[src/rtl/apb_stream_regs.sv]
// APB slave register bank: control/status, interrupts, config and read-only
// words, plus block-wide write streams (push) and read streams (pop) that
// back-pressure the bus with wait states and time out into PSLVERR.
//
// Handshake rules:
//   APB: a transfer completes in the first PSEL&&PENABLE cycle with PREADY=1.
//   Stream: wr_valid_o/rd_valid_i mark a block; it transfers on a cycle where
//   valid&&ready. wr_valid_o holds with stable data until wr_ready_i.
//   rd_ready_o is a single-cycle pop of the head block.
module apb_stream_regs #(
  parameter int APB_AW        = 10,
  parameter int APB_DW        = 32,
  parameter int BlkWidth      = 64,
  parameter int NumWr         = 2,
  parameter int NumRd         = 1,
  parameter int CfgWords      = 8,
  parameter int RoWords       = 4,
  parameter int TimeoutCycles = 255
) (
  input  logic                         clk,
  input  logic                         rst_n,
  input  logic [APB_AW-1:0]            PADDR,
  input  logic                         PSEL,
  input  logic                         PENABLE,
  input  logic                         PWRITE,
  input  logic [APB_DW-1:0]            PWDATA,
  output logic [APB_DW-1:0]            PRDATA,
  output logic                         PREADY,
  output logic                         PSLVERR,
  output logic                         start_o,
  output logic [APB_DW-2:0]            ctrl_o,
  output logic [CfgWords*APB_DW-1:0]   cfg_o,
  input  logic [RoWords*APB_DW-1:0]    ro_i,
  input  logic                         ready_i,
  input  logic                         tag_valid_i,
  output logic [NumWr*BlkWidth-1:0]    wr_data_o,
  output logic [NumWr-1:0]             wr_valid_o,
  input  logic [NumWr-1:0]             wr_ready_i,
  input  logic [NumRd*BlkWidth-1:0]    rd_data_i,
  input  logic [NumRd-1:0]             rd_valid_i,
  output logic [NumRd-1:0]             rd_ready_o,
  output logic                         irq_o
);

  localparam int W            = BlkWidth / APB_DW;
  localparam int BYTE_SH      = $clog2(APB_DW / 8);
  localparam int IDX_CTRL     = 0;
  localparam int IDX_STATUS   = 1;
  localparam int IDX_IRQ_EN   = 2;
  localparam int IDX_IRQ_STAT = 3;
  localparam int CFG_BASE     = 4;
  localparam int RO_BASE      = CFG_BASE + CfgWords;
  localparam int WR_BASE      = RO_BASE + RoWords;
  localparam int RD_BASE      = WR_BASE + NumWr * W;
  localparam int REG_NO       = RD_BASE + NumRd * W;
  localparam int CNT_W        = $clog2(TimeoutCycles + 1);

  // Storage
  logic [APB_DW-2:0] ctrl_q;
  logic [2:0]        irq_en;
  logic [2:0]        irq_stat;
  logic              ready_d;
  logic              tag_d;
  logic [CNT_W-1:0]  wait_cnt;
  logic [APB_DW-1:0] cfg_q  [CfgWords];
  logic [APB_DW-1:0] wr_mem [NumWr][W];
  logic [W-1:0]      wr_mask [NumWr];
  logic [W-1:0]      rd_mask [NumRd];

  // Decode / handshake
  int                idx;
  logic              unaligned;
  logic              is_ro;
  logic              is_rd;
  logic              dec_err;
  logic              stall;
  logic [W-1:0]      wr_hit [NumWr];
  logic [W-1:0]      rd_hit [NumRd];
  logic [NumWr-1:0]  wr_any;
  logic [NumRd-1:0]  rd_any;
  logic [NumWr-1:0]  wr_push;
  logic              access;
  logic              timeout_hit;
  logic              done;
  logic              err;
  logic              wr_en;
  logic              rd_en;
  logic [APB_DW-1:0] rdata;
  logic [2:0]        irq_set;
  logic [2:0]        irq_clr;

  // Address decode, illegal-access detection and stream stall conditions
  always_comb begin
    idx       = int'(PADDR >> BYTE_SH);
    unaligned = (PADDR[BYTE_SH-1:0] != '0);
    is_ro     = (idx == IDX_STATUS) || ((idx >= RO_BASE) && (idx < WR_BASE));
    is_rd     = (idx >= RD_BASE) && (idx < REG_NO);
    dec_err   = unaligned || (idx >= REG_NO) || (PWRITE && (is_ro || is_rd));
    for (int s = 0; s < NumWr; s++) begin
      wr_hit[s] = '0;
      for (int w = 0; w < W; w++) wr_hit[s][w] = (idx == WR_BASE + s * W + w);
      wr_any[s] = |wr_hit[s];
    end
    for (int r = 0; r < NumRd; r++) begin
      rd_hit[r] = '0;
      for (int w = 0; w < W; w++) rd_hit[r][w] = (idx == RD_BASE + r * W + w);
      rd_any[r] = |rd_hit[r];
    end
    stall = 1'b0;
    for (int s = 0; s < NumWr; s++)
      if (PWRITE && wr_any[s] && wr_valid_o[s]) stall = 1'b1;
    for (int r = 0; r < NumRd; r++)
      if (!PWRITE && rd_any[r] && !rd_valid_i[r]) stall = 1'b1;
    if (dec_err) stall = 1'b0;
  end

  assign access      = PSEL && PENABLE;
  assign timeout_hit = stall && (wait_cnt == CNT_W'(TimeoutCycles));
  assign done        = access && (!stall || timeout_hit);
  assign err         = done && (dec_err || timeout_hit);
  assign wr_en       = done && PWRITE && !err;
  assign rd_en       = done && !PWRITE && !err;

  assign PREADY  = done;
  assign PSLVERR = err;
  assign PRDATA  = rd_en ? rdata : '0;

  // Read data mux over the whole register map
  always_comb begin
    rdata = '0;
    if (idx == IDX_CTRL)     rdata = {ctrl_q, 1'b0};
    if (idx == IDX_STATUS)   rdata = APB_DW'({rd_valid_i, wr_valid_o, tag_valid_i, ready_i});
    if (idx == IDX_IRQ_EN)   rdata = APB_DW'(irq_en);
    if (idx == IDX_IRQ_STAT) rdata = APB_DW'(irq_stat);
    for (int k = 0; k < CfgWords; k++)
      if (idx == CFG_BASE + k) rdata = cfg_q[k];
    for (int k = 0; k < RoWords; k++)
      if (idx == RO_BASE + k) rdata = ro_i[(RoWords-k)*APB_DW-1 -: APB_DW];
    for (int s = 0; s < NumWr; s++)
      for (int w = 0; w < W; w++)
        if (wr_hit[s][w]) rdata = wr_mem[s][w];
    for (int r = 0; r < NumRd; r++)
      for (int w = 0; w < W; w++)
        if (rd_hit[r][w]) rdata = rd_data_i[r*BlkWidth + (W-w)*APB_DW - 1 -: APB_DW];
  end

  // Block completion: last word accessed and every word of the block seen
  always_comb begin
    for (int s = 0; s < NumWr; s++)
      wr_push[s] = wr_en && wr_hit[s][W-1] && (&(wr_mask[s] | wr_hit[s]));
    for (int r = 0; r < NumRd; r++)
      rd_ready_o[r] = rd_en && rd_hit[r][W-1] && (&(rd_mask[r] | rd_hit[r]));
  end

  // Interrupt events and write-1-to-clear; setting wins over clearing
  always_comb begin
    irq_set = {err, tag_valid_i & ~tag_d, ready_i & ~ready_d};
    irq_clr = (wr_en && (idx == IDX_IRQ_STAT)) ? PWDATA[2:0] : 3'b000;
  end

  // Control, interrupt state and the wait-state counter
  always_ff @(posedge clk or negedge rst_n) begin
    if (!rst_n) begin
      ctrl_q   <= '0;
      start_o  <= 1'b0;
      irq_en   <= '0;
      irq_stat <= '0;
      irq_o    <= 1'b0;
      ready_d  <= 1'b0;
      tag_d    <= 1'b0;
      wait_cnt <= '0;
    end else begin
      start_o <= wr_en && (idx == IDX_CTRL) && PWDATA[0];
      if (wr_en && (idx == IDX_CTRL))   ctrl_q <= PWDATA[APB_DW-1:1];
      if (wr_en && (idx == IDX_IRQ_EN)) irq_en <= PWDATA[2:0];
      irq_stat <= (irq_stat & ~irq_clr) | irq_set;
      irq_o    <= |(irq_stat & irq_en);
      ready_d  <= ready_i;
      tag_d    <= tag_valid_i;
      wait_cnt <= (access && stall && !timeout_hit) ? wait_cnt + CNT_W'(1) : '0;
    end
  end

  // Config words
  always_ff @(posedge clk or negedge rst_n) begin
    if (!rst_n) begin
      for (int k = 0; k < CfgWords; k++) cfg_q[k] <= '0;
    end else begin
      for (int k = 0; k < CfgWords; k++)
        if (wr_en && (idx == CFG_BASE + k)) cfg_q[k] <= PWDATA;
    end
  end

  // Write streams: word capture, written mask and registered valid
  always_ff @(posedge clk or negedge rst_n) begin
    if (!rst_n) begin
      wr_valid_o <= '0;
      for (int s = 0; s < NumWr; s++) begin
        wr_mask[s] <= '0;
        for (int w = 0; w < W; w++) wr_mem[s][w] <= '0;
      end
    end else begin
      for (int s = 0; s < NumWr; s++) begin
        for (int w = 0; w < W; w++)
          if (wr_en && wr_hit[s][w]) wr_mem[s][w] <= PWDATA;
        if (wr_push[s]) begin
          wr_mask[s]    <= '0;
          wr_valid_o[s] <= 1'b1;
        end else begin
          if (wr_en && wr_any[s]) wr_mask[s] <= wr_mask[s] | wr_hit[s];
          if (wr_valid_o[s] && wr_ready_i[s]) wr_valid_o[s] <= 1'b0;
        end
      end
    end
  end

  // Read streams: read mask, cleared on pop
  always_ff @(posedge clk or negedge rst_n) begin
    if (!rst_n) begin
      for (int r = 0; r < NumRd; r++) rd_mask[r] <= '0;
    end else begin
      for (int r = 0; r < NumRd; r++) begin
        if (rd_ready_o[r])            rd_mask[r] <= '0;
        else if (rd_en && rd_any[r])  rd_mask[r] <= rd_mask[r] | rd_hit[r];
      end
    end
  end

  assign ctrl_o = ctrl_q;

  // Lowest address holds the most significant word
  for (genvar k = 0; k < CfgWords; k++) begin : g_cfg
    assign cfg_o[(CfgWords-k)*APB_DW-1 -: APB_DW] = cfg_q[k];
  end
  for (genvar s = 0; s < NumWr; s++) begin : g_wr
    for (genvar w = 0; w < W; w++) begin : g_word
      assign wr_data_o[s*BlkWidth + (W-w)*APB_DW - 1 -: APB_DW] = wr_mem[s][w];
    end
  end

endmodule

[config.mk]
export PLATFORM = sky130hd
export DESIGN_NAME = apb_stream_regs
export DESIGN_NICKNAME = d
export VERILOG_FILES = /design/src/rtl/apb_stream_regs.sv
export SDC_FILE = /design/constraint.sdc
export NUM_CORES = 1
export LEC_CHECK = 0
export BUFFER_PORTS_ARGS = -buffer_cell sky130_fd_sc_hd__buf_2
export CORE_AREA = 4 4 268 270
export CTS_BUF_LIST = sky130_fd_sc_hd__clkbuf_2
export DETAILED_ROUTE_END_ITERATION = 12
export DIE_AREA = 0 0 272 274
export GPL_TIMING_DRIVEN = 1
export PLACE_DENSITY = 0.66
export SETUP_SLACK_MARGIN = 0.3
export SLEW_MARGIN = 10
export SYNTH_ARGS = -nofsm -noshare
export SYNTH_HDL_FRONTEND = slang
export SYNTH_SLANG_ARGS = --single-unit
[constraint.sdc]
create_clock -name clk -period 3.9 [get_ports clk]
set_clock_uncertainty 0.05 [all_clocks]
set_input_delay 0.39 -clock clk [delete_from_list [all_inputs] [get_ports clk]]
set_output_delay 0.39 -clock clk [all_outputs]
set_load 0.02 [all_outputs]
# Word level (Yosys, flattened, before mapping)
# Cells that the tools add are included.
[op_classes] add_sub_neg=1 mul=0 div_mod_pow=0 magnitude_cmp=5 eq_ne=22 n_shift=0 n_mux=39 n_bitwise=11 n_reduce_logical=69
[ops] cell="$mux W32" count=23
[ops] cell="$eq A8 B5 Y1 const B" count=8
[ops] cell="$eq A8 B6 Y1 const B" count=6
[ops] cell="$logic_and A1 B1 Y1" count=44
[ops] cell="$eq A8 B4 Y1 const B" count=4
[ops] cell="$logic_not A32 Y1" count=1
[ops] cell="$eq A8 B3 Y1 const B" count=2
[ops] cell="$ge A8 B5 Y1 const B" count=2
[ops] cell="$lt A8 B5 Y1 const B" count=2
[ops] cell="$mux W2" count=6
[ops] cell="$reduce_bool A2 Y1" count=6
[ops] cell="$add A8 B1 Y8 const B" count=1
[ops] cell="$eq A8 B2 Y1 const B" count=1
[ops] cell="$eq A8 B8 Y1 const B" count=1
[ops] cell="$ge A8 B4 Y1 const B" count=1
[ops] cell="$mux W1" count=8
[ops] cell="$mux W8" count=1
[ops] cell="$and A3 B3 Y3" count=2
[ops] cell="$logic_or A1 B1 Y1" count=6
[ops] cell="$or A2 B2 Y2" count=3
[ops] cell="$reduce_and A2 Y1" count=3
[ops] cell="$reduce_or A2 Y1" count=3
[ops] cell="$logic_not A1 Y1" count=5
[ops] cell="$mux W3" count=1
[ops] cell="other kinds (5)" count=7
[totals] ff_bits=441 latchBits=0 ramBits=0 rom_bits=0 input_bits=244 output_inout_bits=454 wordCells=172 n_memories=0

# Longest topological paths before layout
[depth] ltp_word=24 mapped_depth=12 ltp_nobuf=7

# Least setup slack after synthesis
# OpenSTA, ideal clock, no wires.
[synth_path] path_kind="input port to output port" start="in PADDR[3]" end="out PRDATA[19]" arrival_ps=2940 t_required_ps=3460 slack_ps=520 path_stages=10 n_path_buf=3 cell_sequence="clkbuf_1 > or3b_2 > clkbuf_1 > clkbuf_1 > o22a_1 > a21oi_1 > a221oi_1 > o21ai_0 > a21oi_1 > a2111oi_0"
[synth_between] elab_chain_len=24 word_cells_on_any_way=79 classes_between="order compare (5); eq/ne (21); mux (27); reduce/logical (26)"
[synth_rtl] item="start, declared" line="22" source="input logic [APB_AW-1:0] PADDR,"
[synth_rtl] item="$logic_not A32 Y1" line="131" source="if (idx == IDX_CTRL) rdata = {ctrl_q, 1'b0};"
[synth_rtl] item="$mux W32" line="131"
[synth_rtl] item="$mux W32" line="132" source="if (idx == IDX_STATUS) rdata = APB_DW'({rd_valid_i, wr_valid_o, tag_valid_i, ready_i});"
[synth_rtl] item="$mux W32" line="133" source="if (idx == IDX_IRQ_EN) rdata = APB_DW'(irq_en);"
[synth_rtl] item="$mux W32" line="134" source="if (idx == IDX_IRQ_STAT) rdata = APB_DW'(irq_stat);"
[synth_rtl] item="$mux W32 (8 in series)" line="136" source="if (idx == CFG_BASE + k) rdata = cfg_q[k];"
[synth_rtl] item="$mux W32 (4 in series)" line="138" source="if (idx == RO_BASE + k) rdata = ro_i[(RoWords-k)*APB_DW-1 -: APB_DW];"
[synth_rtl] item="$mux W32 (4 in series)" line="141" source="if (wr_hit[s][w]) rdata = wr_mem[s][w];"
[synth_rtl] item="$mux W32 (2 in series)" line="144" source="if (rd_hit[r][w]) rdata = rd_data_i[r*BlkWidth + (W-w)*APB_DW - 1 -: APB_DW];"
[synth_rtl] item="$mux W32 (*)" line="126" source="assign PRDATA = rd_en ? rdata : '0;"
[synth_rtl] item="end, declared" line="27" source="output logic [APB_DW-1:0] PRDATA,"
# Mark *: on every way between the ends. The rest lies on a longest branch, timed or not.

# Worst setup path after layout
[layout_path] start="reg cfg_q, in the netlist cfg_o[31]" end="out PRDATA[31]"
[layout_between] elab_chain_len=12
[layout_rtl] item="start, declared" line="65" source="logic [APB_DW-1:0] cfg_q [CfgWords];"
[layout_rtl] item="start signal, assigned by index" line="190" source="if (wr_en && (idx == CFG_BASE + k)) cfg_q[k] <= PWDATA;"
[layout_rtl] item="$mux W32" line="136"
[layout_rtl] item="$mux W32 (4 in series)" line="138"
[layout_rtl] item="$mux W32 (4 in series)" line="141"
[layout_rtl] item="$mux W32 (2 in series)" line="144"
[layout_rtl] item="$mux W32" line="126"
# Every way passes these cells.

==> run_results.csv <==
group,metric,value,unit
synthesis,ys_types,72,
power_and_ir_drop,p_leak,16.4,nW
synthesis,synth_top_cell_area_share,0.475,
worst_setup_path,critPathTopFamily,"compound AO/OA/AOI/OAI gates",
synthesis,synth_compound_area_frac,0.150,
final_layout,syn_to_final_growth,33.7,%
routing,wl,134000,um
global_route,grt_max_degree,119,
die,ios,698,
timing,rsz0062_at_grt,"yes",
worst_setup_path,cp-start-kind,"flop",
routing,ant_nets,0,
timing,setup_viol,0,
die,core.rowCount,97,
die,die_y,274,um
die,chipWidth,272,um
clock_network,clk_latency,1.17,ns
die,core-area,69500,um^2
timing,period_needed,3.65,ns
run_status,status,"completed",
power_and_ir_drop,power.density,280,nW/um^2
final_layout,instances_no_fill,4065,
final_layout,register_area,11000,um^2
worst_setup_path,required,3.46,ns
global_route,grt-ovfl-total,0,
clock_network,clkTransAtPathRegs,0.12,ns
final_layout,multi_input_area,11600,um^2
synthesis,synthesis.area,23100,um^2
synthesis,synth-simple-area-share,0.0883,
final_layout,fin_util,0.444,
routing,drt-pass1-iter-count,7,
final_layout,final_nets,3270,
synthesis,synth_seq_cells,438,
worst_setup_path,critPathSlowestCell,"mux4_2",
synthesis,syn_area_per_cell,10.9,um^2
synthesis,synth-seq-area-share,0.475,
place,placed_area,28600,um^2
place,io_buffer_count,697,
global_route,antenna_found_initial,25,
final_layout,final_area,30900,um^2
worst_setup_path,critPathBufInv,1,
routing,vias,23820,
timing,max-slew-margin-rel,0.275,
synthesis,syn_inst,2126,
global_route,grt_pass1_vias,23643,
final_layout,fillers,6794,
clock_network,numCtsBuffers,118,
timing,timing.final.crit_share,0.937,
synthesis,yosysMostFrequentCell,"dfrtp_1",
place,globalplace.congestion,0.938,
synthesis,ys.flop_type,"dfrtp_1",
timing,report.final.hold_viol_count,0,
worst_setup_path,critPathCaptureType,"output port",
job,max_cap_violations,0,
place,dp_cells,3743,
timing,tns,0,ns
global_route,grt_use_total,0.344,
timing,slew_violations,0,
synthesis,synth_area_leaders,"dfrtp_1 (47%), mux2_2 (19%), mux2i_1 (3.9%)",
final_layout,drive_above_1_share,0.496,
synthesis,synth.mux.area_fraction,0.245,
worst_setup_path,path_cells,"mux4_2 -> a22oi_2 -> o2111ai_1 -> a21o_1 -> a222oi_1 -> nor2_1 -> buf_4",
die,die_area,74500,um^2
synthesis,yosysWarnings,0,
clock_network,cts_buffer_depth,3,
synthesis,synth.top_cells.by_count,"dfrtp_1 (438), mux2_2 (397), nand2_1 (200), o21ai_0 (130), a21oi_1 (128)",
synthesis,async_flop_share,1.00,
synthesis,synth_nets,2371,
global_route,grt_pass1_wl,182000,um
worst_setup_path,worstSetupPathType,"reg -> out",
routing,wire_per_inst,32.9,um
clock_network,cts_tree,"yes",
routing,drt_iter0_drc,3046,
clock_network,root_buffer,"clkbuf_2",
clock_network,cts_sinks,438,
timing,fmaxAchievable,0.274,GHz
routing,viasPerCell,5.86,
hold_path,hp-class,"in -> reg",
clock_network,htreeDepth,3,
synthesis,synthXorXnorAreaFrac,0.00228,
synthesis,synth_fa_ha_area_frac,0.000542,
routing,post-route-drc-count,0,
synthesis,synth_top_family_by_area,"multiplexers",
power_and_ir_drop,ir_worst_vdd,0.207,mV
timing,tightest_slew,1.09,ns
worst_setup_path,worstPathArrival,3.21,ns
die,initial_core_util,0.332,
synthesis,synth-edff-count,0,
synthesis,synth_top_area_cell,"dfrtp_1",
place,place_hpwl,97000,um
worst_setup_path,cpPeakStageDelay,0.54,ns
worst_setup_path,critical_path.max_fanout,3,
==> flip-flops by register name, summed over array words and instances, names as in the netlist, 2 cells and up <==
register,count
wr_valid_o,2
cfg_o,256
wr_data_o,128
wr_mask,2
irq_en,3
ctrl_o,31
wait_cnt,8
irq_stat,3
==> path summary, 6_finish.rpt <==
kind                                    start             to  slack, ns  cells past startpoint
worst max-delay path                cfg_o[31]     PRDATA[31]       0.25                      7
worst min-delay path               PWDATA[14]  wr_data_o[14]       0.15                      3
worst max register to register  wr_valid_o[0]  wr_data_o[72]       0.36                      7
worst min register to register    wait_cnt[0]    wait_cnt[0]       0.44                      1
max in group asynchronous               rst_n    wait_cnt[4]       2.10                      4
min in group asynchronous               rst_n      cfg_o[76]       0.45                      3
==> metrics by stage <==
| step | setup WS, ns | total power, mW | hold slack [ns] |
|---|---|---|---|
| 2_1_floorplan | 0.520 | 4.92 | 0.0444 |
| 3_3_place_gp | -0.310 | 5.42 | 0.422 |
| 3_5_place_dp | -0.357 | 5.42 | 0.427 |
| 4_1_cts | 0.145 | 8.70 | 0.00139 |
| 5_1_grt | 0.100 | 9.00 | 0.0818 |
| 6_report | 0.245 | 8.66 | 0.154 |
==> placed cells by master, fill, tap and decap left out, drive strengths merged, types with 18 or more instances in the layout <==
| cell | Yosys | layout |
|---|---|---|
| o21ai | 131 | 131 |
| o211ai | 18 | 18 |
| nor2 | 113 | 113 |
| a21oi | 128 | 128 |
| buf | 90 | 881 |
| nand2 | 203 | 203 |
| a221oi | 35 | 35 |
| dlygate4sd3 | 0 | 89 |
| nand3 | 30 | 30 |
| clkbuf | 101 | 159 |
| mux2i | 89 | 89 |
| dfrtp | 438 | 438 |
| nor2b | 30 | 30 |
| mux2 | 399 | 399 |
| o22ai | 38 | 38 |
| nor3 | 20 | 20 |
| a211oi | 24 | 24 |
| a31oi | 18 | 18 |
| clkinv | 0 | 46 |
==> per-layer routing <==
| layer | wire, um | GRT usage |
|---|---|---|
| met5 | 84 | 0 |
| met4 | 7930 | 0.173 |
| met3 | 15200 | 0.111 |
| met2 | 59500 | 0.538 |
| met1 | 50900 | 0.430 |
==> power breakdown <==
part           internal [mW]  total [mW]  switching [mW]  leakage, nW
sequential              4.54        4.54         0.00219         6.09
clock                   1.14        3.22            2.08        0.783
combinational          0.297       0.890           0.592         9.57
==> cells by family after synthesis <==
| group | count (synthesis) |
|---|---|
| multiplexers | 500 |
| AND/OR/NAND/NOR | 446 |
| adder cells (fa/ha/maj) | 1 |
| XOR/XNOR | 6 |
| buffers and inverters | 203 |
| AO/OA/AOI/OAI | 532 |
| flip-flops | 438 |
==> cell type report <==
cell class	count	area share
clock buffer	159	0.0258
sequential	438	0.355
antenna	11	0.000891
inverter	12	0.00146
timing repair buffer	970	0.197
tap	940	0.0381
multi-input combinational	1485	0.375
clock inverter	50	0.00721
==> worst register-to-register path, stage by stage (launching register included) <==
cell	delay (ns)
dfrtp_2	0.50
mux2i_1	0.15
nor2_1	0.10
nor4b_4	0.85
and3_2	1.08
nand2_1	0.14
nand2_1	0.10
dlygate4sd3_1	0.55
==> timing repair <==
item	4_1_cts	5_1_grt
endpoints found under the setup margin	20	22
hold buffers	89	0
buffers inserted	8	5
endpoints found under the hold margin	817	0
gates resized for setup	28	29
pin swaps	8	13
(Power assumes the default switching activity.)
